File: config.mk
export PLATFORM = sky130hd
export DESIGN_NAME = iob_dev
export DESIGN_NICKNAME = d
export VERILOG_FILES = /design/src/rtl/iob_pkg.sv /design/src/rtl/iob_xfer_timer.sv /design/src/rtl/iob_dev.sv
export SDC_FILE = /design/constraint.sdc
export NUM_CORES = 1
export LEC_CHECK = 0
export CAP_MARGIN = 20
export CORE_MARGIN = 2
export CORE_UTILIZATION = 41
export DETAILED_ROUTE_END_ITERATION = 16
export PLACE_DENSITY = 0.83
export REMOVE_ABC_BUFFERS = 1
export SETUP_SLACK_MARGIN = 0.4
export SYNTH_ARGS = -nofsm -noshare
export SYNTH_HDL_FRONTEND = slang
export SYNTH_SLANG_ARGS = --single-unit
File: constraint.sdc
create_clock -name clk -period 1.65 [get_ports clk]
set_input_delay 0.33 -clock clk [delete_from_list [all_inputs] [get_ports clk]]
set_output_delay 0.33 -clock clk [all_outputs]
set_load 0.02 [all_outputs]
File: src/rtl/iob_pkg.sv
// Shared types and constants for the KA10 I/O bus buffered peripheral.
// Bit numbers follow the PDP-10 convention: bit 0 is the MSB, bit 35 the LSB.
package iob_pkg;

    typedef logic [0:35] word_t;

    localparam int ST_OVR = 29;
    localparam int ST_INF = 30;
    localparam int ST_BSY = 31;
    localparam int ST_DON = 32;
    localparam int ST_PIA = 33;

    function automatic logic [1:7] pi_decode(input logic [2:0] pia);
        logic [1:7] r;
        r = '0;
        for (int n = 1; n <= 7; n++) begin
            r[n] = (pia == 3'(n));
        end
        return r;
    endfunction

endpackage

File: src/rtl/iob_xfer_timer.sv
// Transfer timer: load starts a XFER_CYC countdown, abort cancels it,
// expire pulses on the cycle the count steps from 1 to 0.
module iob_xfer_timer #(
    parameter int XFER_CYC = 16
) (
    input  logic clk,
    input  logic reset,
    input  logic load,
    input  logic abort,
    output logic busy,
    output logic expire
);

    localparam int CW = $clog2(XFER_CYC + 1);

    logic [CW-1:0] count;

    assign busy   = (count != '0);
    // A reload or abort in the final cycle suppresses the expiry.
    assign expire = busy && (count == CW'(1)) && !abort && !load;

    always_ff @(posedge clk) begin
        if (reset) begin
            count <= '0;
        end else if (load) begin
            count <= CW'(XFER_CYC);
        end else if (abort) begin
            count <= '0;
        end else if (busy) begin
            count <= count - CW'(1);
        end
    end

endmodule

File: src/rtl/iob_dev.sv
// Generic buffered I/O bus responder: DATAO word shifted to a sink after a
// fixed transfer time, external input word held for DATAI, PI on done/in_full.
module iob_dev
    import iob_pkg::*;
#(
    parameter logic [6:0] DEVNO    = 7'o044,
    parameter int         XFER_CYC = 16
) (
    input  logic        clk,
    input  logic        reset,
    input  logic        iobus_iob_reset,
    input  logic [3:9]  iobus_ios,
    input  logic        iobus_datao_clear,
    input  logic        iobus_datao_set,
    input  logic        iobus_cono_clear,
    input  logic        iobus_cono_set,
    input  logic        iobus_iob_datai,
    input  logic        iobus_iob_coni,
    input  logic [0:35] iobus_iob_in,
    output logic [0:35] iobus_iob_out,
    output logic [1:7]  iobus_pi,
    input  logic        ext_in_valid,
    input  logic [0:35] ext_in_data,
    output logic        ext_out_strobe,
    output logic [0:35] ext_out_data
);

    word_t      dbuf_o;
    word_t      dbuf_i;
    word_t      status;
    word_t      out_data;
    logic [2:0] pia;
    logic       done;
    logic       in_full;
    logic       overrun;
    logic       datai_q;
    logic       strobe;
    logic       busy;
    logic       expire;

    logic rst;
    logic sel;
    logic cono_clr;
    logic cono_st;
    logic datao_clr;
    logic datao_st;
    logic datai_sel;
    logic coni_sel;
    logic datai_fall;
    logic fire;
    logic in_load;
    logic ovr_set;

    assign rst        = reset | iobus_iob_reset;
    assign sel        = (iobus_ios == DEVNO);
    assign cono_clr   = sel & iobus_cono_clear;
    assign cono_st    = sel & iobus_cono_set;
    assign datao_clr  = sel & iobus_datao_clear;
    assign datao_st   = sel & iobus_datao_set;
    assign datai_sel  = sel & iobus_iob_datai;
    assign coni_sel   = sel & iobus_iob_coni;
    assign datai_fall = datai_q & ~datai_sel;

    // datao_clear only cancels a transfer that would complete this cycle.
    assign fire    = expire & ~datao_clr;
    assign in_load = ext_in_valid & (~in_full | datai_fall);
    assign ovr_set = ext_in_valid & in_full & ~datai_fall;

    iob_xfer_timer #(
        .XFER_CYC(XFER_CYC)
    ) u_timer (
        .clk   (clk),
        .reset (rst),
        .load  (datao_st),
        .abort (cono_clr),
        .busy  (busy),
        .expire(expire)
    );

    always_ff @(posedge clk) begin
        if (rst) begin
            dbuf_o   <= '0;
            dbuf_i   <= '0;
            out_data <= '0;
            pia      <= '0;
            done     <= 1'b0;
            in_full  <= 1'b0;
            overrun  <= 1'b0;
            datai_q  <= 1'b0;
            strobe   <= 1'b0;
        end else begin
            datai_q <= datai_sel;
            strobe  <= fire;
            if (fire) begin
                out_data <= dbuf_o;
            end
            dbuf_o <= (datao_clr ? '0 : dbuf_o)
                    | (datao_st ? iobus_iob_in : '0);
            pia <= (cono_clr ? 3'b000 : pia)
                 | (cono_st ? iobus_iob_in[ST_PIA +: 3] : 3'b000);
            if (cono_st && iobus_iob_in[ST_DON]) begin
                done <= 1'b1;
            end else if (cono_clr || datao_clr) begin
                done <= 1'b0;
            end else if (fire) begin
                done <= 1'b1;
            end
            if (cono_clr || (cono_st && iobus_iob_in[ST_OVR])) begin
                overrun <= 1'b0;
            end else if (ovr_set) begin
                overrun <= 1'b1;
            end
            if (in_load) begin
                dbuf_i  <= ext_in_data;
                in_full <= 1'b1;
            end else if (datai_fall) begin
                in_full <= 1'b0;
            end
        end
    end

    always_comb begin
        status                = '0;
        status[ST_OVR]        = overrun;
        status[ST_INF]        = in_full;
        status[ST_BSY]        = busy;
        status[ST_DON]        = done;
        status[ST_PIA +: 3]   = pia;
    end

    assign iobus_iob_out = ({36{datai_sel}} & dbuf_i)
                         | ({36{coni_sel}} & status);
    assign iobus_pi       = pi_decode(pia) & {7{done | in_full}};
    assign ext_out_strobe = strobe;
    assign ext_out_data   = out_data;

endmodule

# After elaboration in Yosys (flattened, before gate mapping)
# Index checks and enable logic that the tools add are counted.
# classes
addsub,1
eq_ne,9
mux,12
bitwise,24
reduce_logical,15
# op_table
cell,count
two-way mux 36 bit,2
OR 36 bit,2
AND 36 bit,1
AND 36 x 7 -> 36 bit,1
two-way mux 5 bit,3
equality test 3 bit (second input constant),4
AND 1 bit,11
AND 7 bit,1
equality test 7 x 6 -> 1 bit (second input constant),1
equality test 3 x 2 -> 1 bit (second input constant),2
two-way mux 3 bit,2
nonzero test 3 bit,2
equality test 5 x 1 -> 1 bit (second input constant),1
logical AND 1 bit,5
two-way mux 1 bit,5
nonzero test 5 bit,1
subtractor 5 x 1 -> 5 bit (second input constant),1
inverter 1 bit,4
equality test 3 x 1 -> 1 bit (second input constant),1
OR 1 bit,3
OR 3 bit,1
OR reduction 3 bit,1
zero test 1 bit,2
logical OR 1 bit,2
other kinds (2),2
# word_totals
ff_bits,121
output_inout_bits,80
word_cells,72

# Longest topological paths before layout
# Gate-level depths: netlist of the first run.
# logic_depth
word_depth,9
ltp_mapped,8

# By module
# A second synthesis of the first run with hierarchy kept.
# hier_totals
hier_cells,487
hier_area_um2,4743.3
# by_module_without_submodules
mod,instances,cells_each,area_per_inst_um2
iob_dev,1,459,4475.5
iob_xfer_timer,1,28,267.8

# Least setup slack after synthesis of the first run
# No wires, ideal clock.
# synth_path
path_kind,input to output
from,input iobus_ios[8] (netlist name)
to,output iobus_iob_out[31] (netlist name)
t_arrival_ps,1489
required_time_ps,1320
setup_slack_ps,-169
stages,4
path_buffers,1
cell_sequence,or3_4 -> nor2_2 -> clkbuf_1 -> a32o_1
# synth_via
elab_chain_cells,4
# synth_lines
item,line_no,text
"start, declared",iob_dev.sv:12,"input logic [3:9] iobus_ios,"
equality test 7 x 6 -> 1 bit (*),iob_dev.sv:55,assign sel = (iobus_ios == DEVNO);
AND 1 bit (on tied branches),"iob_dev.sv:60, iob_dev.sv:61",
AND 36 bit / AND 36 x 7 -> 36 bit (equally long branches),"iob_dev.sv:131, iob_dev.sv:132",
OR 36 bit (*),iob_dev.sv:132,| ({36{coni_sel}} & status);
"end, declared",iob_dev.sv:20,"output logic [0:35] iobus_iob_out,"
# Every way passes the cells marked *; elsewhere a longest branch is shown, timed or not.

# Worst setup path in the final report of the first run
# layout_path
from,register u_timer.count[3]
to,output iobus_iob_out[31] (netlist name)
# layout_via
elab_chain_cells,3
# layout_lines
item,line_no,text
"start, declared",iob_xfer_timer.sv:16,logic [CW-1:0] count;
"start signal, assigned",iob_xfer_timer.sv:26,count <= CW'(XFER_CYC);
"start signal, assigned",iob_xfer_timer.sv:30,count <= count - CW'(1);
nonzero test 5 bit,iob_xfer_timer.sv:18,assign busy = (count != '0);
AND 36 x 7 -> 36 bit,iob_dev.sv:132,
OR 36 bit,iob_dev.sv:132,
# No other way between the ends.

==> qor.yml, run 1 <==
outcome:
  status: "finished with violations"
  violations: "negative setup slack"
yosys:
  ys_types: 36
  synth_top_cell_area_share: 0.500
  postSynthCellCount: 530
  yosysMostFrequentCell: "dfxtp_1"
  yosys.area.top_type: "dfxtp_1"
  ys.flop_type: "dfxtp_1"
  synth_area_per_cell_um2: 9.15
  async_flop_share: 0
  synth-edff-count: 0
  yosys_warnings: 0
  ys_seq_area_frac: 0.500
  ys_ff_latch: 121
  synth_common_cells: "dfxtp_1 (121), nand2_1 (78), a21oi_1 (75), nand3_1 (37)"
  synth_area_leaders: "dfxtp_1 (50%), a21oi_1 (7.7%), a21bo_2 (7.4%)"
  synth_area_um2: 4850
floorplan:
  die_area_um2: 12700
  die_x_um: 113
  ios: 169
  start_util: 0.423
  fp-row-count: 39
  chipHeight_um: 113
  core-area_um2: 11500
detailed_routing:
  finalWirelength_um: 27600
  viasPerCell: 6.22
  wl_per_cell_um: 28.9
  drtIter0Drc: 633
  ant_nets: 0
  drt_first_pass_iters: 8
  drcViolationCount: 0
  vias: 5932
critical_path:
  crit_fanout: 2
  end_kind: "output pin"
  critical_path.max_stage_delay_ns: 0.35
  crit_path_top_delay_cell: "dfxtp_2"
  path_cells: "nor3_4, nand2_2, a32o_1, buf_6"
  crit_required_ns: 1.32
  cp-start-kind: "register"
  arrival_ns: 1.57
  worstSetupPathType: "register to output pin"
  critPathTopFamily: "simple AND/OR/NAND/NOR gates"
  r2r_setup_slack_ns: -0.23
  cp.buffers_inverters: 1
sta:
  slew_violations: 0
  setup_viol: 125
  timing.final.crit_share: 1.15
  worstMarginPinSlew_ns: 1.03
  post-route-min-period_ns: 1.90
  hold_violations: 0
  max_freq_ghz: 0.525
  fin_ws_ns: -0.254
  skew_ns: 0.00927
  slew_headroom: 0.308
  rsz0062_at_grt: "yes"
  whs_ns: 0.447
  tns_ns: -18.06
layout:
  fin_area_um2: 10200
  fin_util: 0.890
  drive_above_1_share: 0.645
  nNetsFinal: 888
  syn_to_final_growth_pct: 111
clocking:
  clock_latency_ns: 0.43
  cts_max_path_buffers: 2
  clkTransAtPathRegs_ns: 0.06
  clock_tree.root_cell: "clkbuf_16"
  clock-sinks: 121
  cts-htree-levels: 4
  cts_buffers: 17
  hold_buffers: 0
  cts_tree: "built"
global_route:
  antenna_found_initial: 1
  grt_pass1_vias: 6154
  track_usage: 0.364
  overflow: 0
  grt_busiest_layer: "met2"
  use_met2: 0.611
  grtUsageMet3: 0.0750
  grt_max_degree: 79
  grt_pass1_wl_um: 35000
  grtUsageMet1: 0.413
pwr:
  p_leak_uw: 0.00390
  p_per_area_nw_per_um2: 875
  peakVddDrop_mv: 1.05
job:
  drv_cap: 0
hold_path:
  worst_hold_path_type: "register to register"
placement:
  hpwl_um: 10000
  portBuffers: 168
  place_area_um2: 6880
  place_congestion: 0.842
[metrics by stage]
stage               worst slack (ns)  power (uW)  std cells
finish                        -0.254        8940        953
global route                  -0.261        9080        953
CTS                           -0.130        8430        930
detailed placement             -1.03        4200        833
global placement              -0.973        4150        833
floorplan                      -2.15        3580        482
[logic make-up (layout without fill, tap and decap cells)]
logic type / after synthesis / in the layout / synth area share
AOI/OAI and AO/OA: 170 / 171 / 0.260
other: 0 / 1 / 0
buffers and inverters: 50 / 328 / 0.0483
adders and majority gates: 2 / 2 / 0.00516
DFF: 121 / 121 / 0.500
and+or+nand+nor: 184 / 184 / 0.181
xor gates and xnor gates: 3 / 3 / 0.00542
[metal layers]
layer / share of wire / vias up / wire length, um
li1: - / 2449 / -
met1: 0.35 / 2841 / 9690
met2: 0.49 / 471 / 13400
met3: 0.087 / 171 / 2380
met4: 0.076 / 0 / 2090
met5: 0 / - / 0
[cell usage in the layout, fill, tap and decap left out, types with 5 or more instances in the layout]
| master | netlist | routed |
|---|---|---|
| nand2_2 | 0 | 21 |
| buf_8 | 0 | 13 |
| dfxtp_2 | 0 | 27 |
| dfxtp_1 | 121 | 80 |
| nand2_1 | 78 | 35 |
| nand3_1 | 37 | 9 |
| a32o_1 | 7 | 5 |
| nor2_2 | 1 | 5 |
| clkbuf_8 | 0 | 5 |
| nor2_1 | 18 | 11 |
| a21oi_1 | 75 | 14 |
| clkdlybuf4s50_1 | 0 | 79 |
| dfxtp_4 | 0 | 14 |
| buf_6 | 3 | 97 |
| a22o_1 | 36 | 36 |
| nand3_2 | 0 | 19 |
| nand3_4 | 0 | 9 |
| a21bo_2 | 36 | 26 |
| clkbuf_16 | 0 | 20 |
| and3_4 | 0 | 29 |
| a21oi_2 | 0 | 60 |
| buf_12 | 0 | 18 |
| buf_4 | 0 | 59 |
| a21bo_4 | 0 | 10 |
| buf_16 | 0 | 21 |
| nand2_4 | 0 | 22 |
[registers in the layout, summed over array words and instances, names as in the netlist]
signal	cells
dbuf_i	36
overrun	1
dbuf_o	36
done	1
in_full	1
u_timer.count	5
pia	3
ext_out_strobe	1
ext_out_data	36
datai_q	1
[cell type report]
type	instances	area [um^2]
fill	436	1260
timing repair buffer	295	3600
inverter	2	7.51
clock buffer	24	502
clock inverter	7	90.1
antenna	1	2.50
tap	143	179
multi-input combinational	360	3320
sequential	121	2510
[power by group]
| part | internal [uW] | total, uW | switching, uW |
|---|---|---|---|
| Sequential | 2980 | 3060 | 84.3 |
| Clock | 2410 | 3800 | 1400 |
| Combinational | 1080 | 2070 | 986 |
| Total | 6470 | 8940 | 2470 |
[final timing paths]
check,to,cells after the start,startpoint
max,iobus_iob_out[31],4,u_timer.count[3]$_SDFFE_PP0P_
max reg2reg,ext_out_data[2]$_SDFFE_PP0P_,9,u_timer.count[3]$_SDFFE_PP0P_
min reg2reg,ext_out_data[27]$_SDFFE_PP0P_,2,dbuf_o[8]$_SDFF_PP0_
min,ext_out_data[27]$_SDFFE_PP0P_,2,dbuf_o[8]$_SDFF_PP0_
[repair_timing]
item,4_1_cts,5_1_grt
gates cloned,26,3
buffers inserted,40,19
endpoints found under the setup margin,201,192
resized for setup,768,132
pin swaps,113,45
[worst register-to-register path, stage by stage (launching register included)]
cell and delay (ns):
dfxtp_2 0.35, nor3_4 0.25, buf_4 0.16, buf_4 0.10, buf_4 0.13, o311a_4 0.27, buf_6 0.14, clkbuf_16 0.15
nand2_1 0.10, a21oi_2 0.15
Power figures use the tool's default switching activity.
==> inputs of run 2 (changes only) <==
Settings changed: CTS_CLUSTER_SIZE from default to 40.
==> results of run 2 <==
The final DEF is identical to that of run 1; final timing and power are the same.
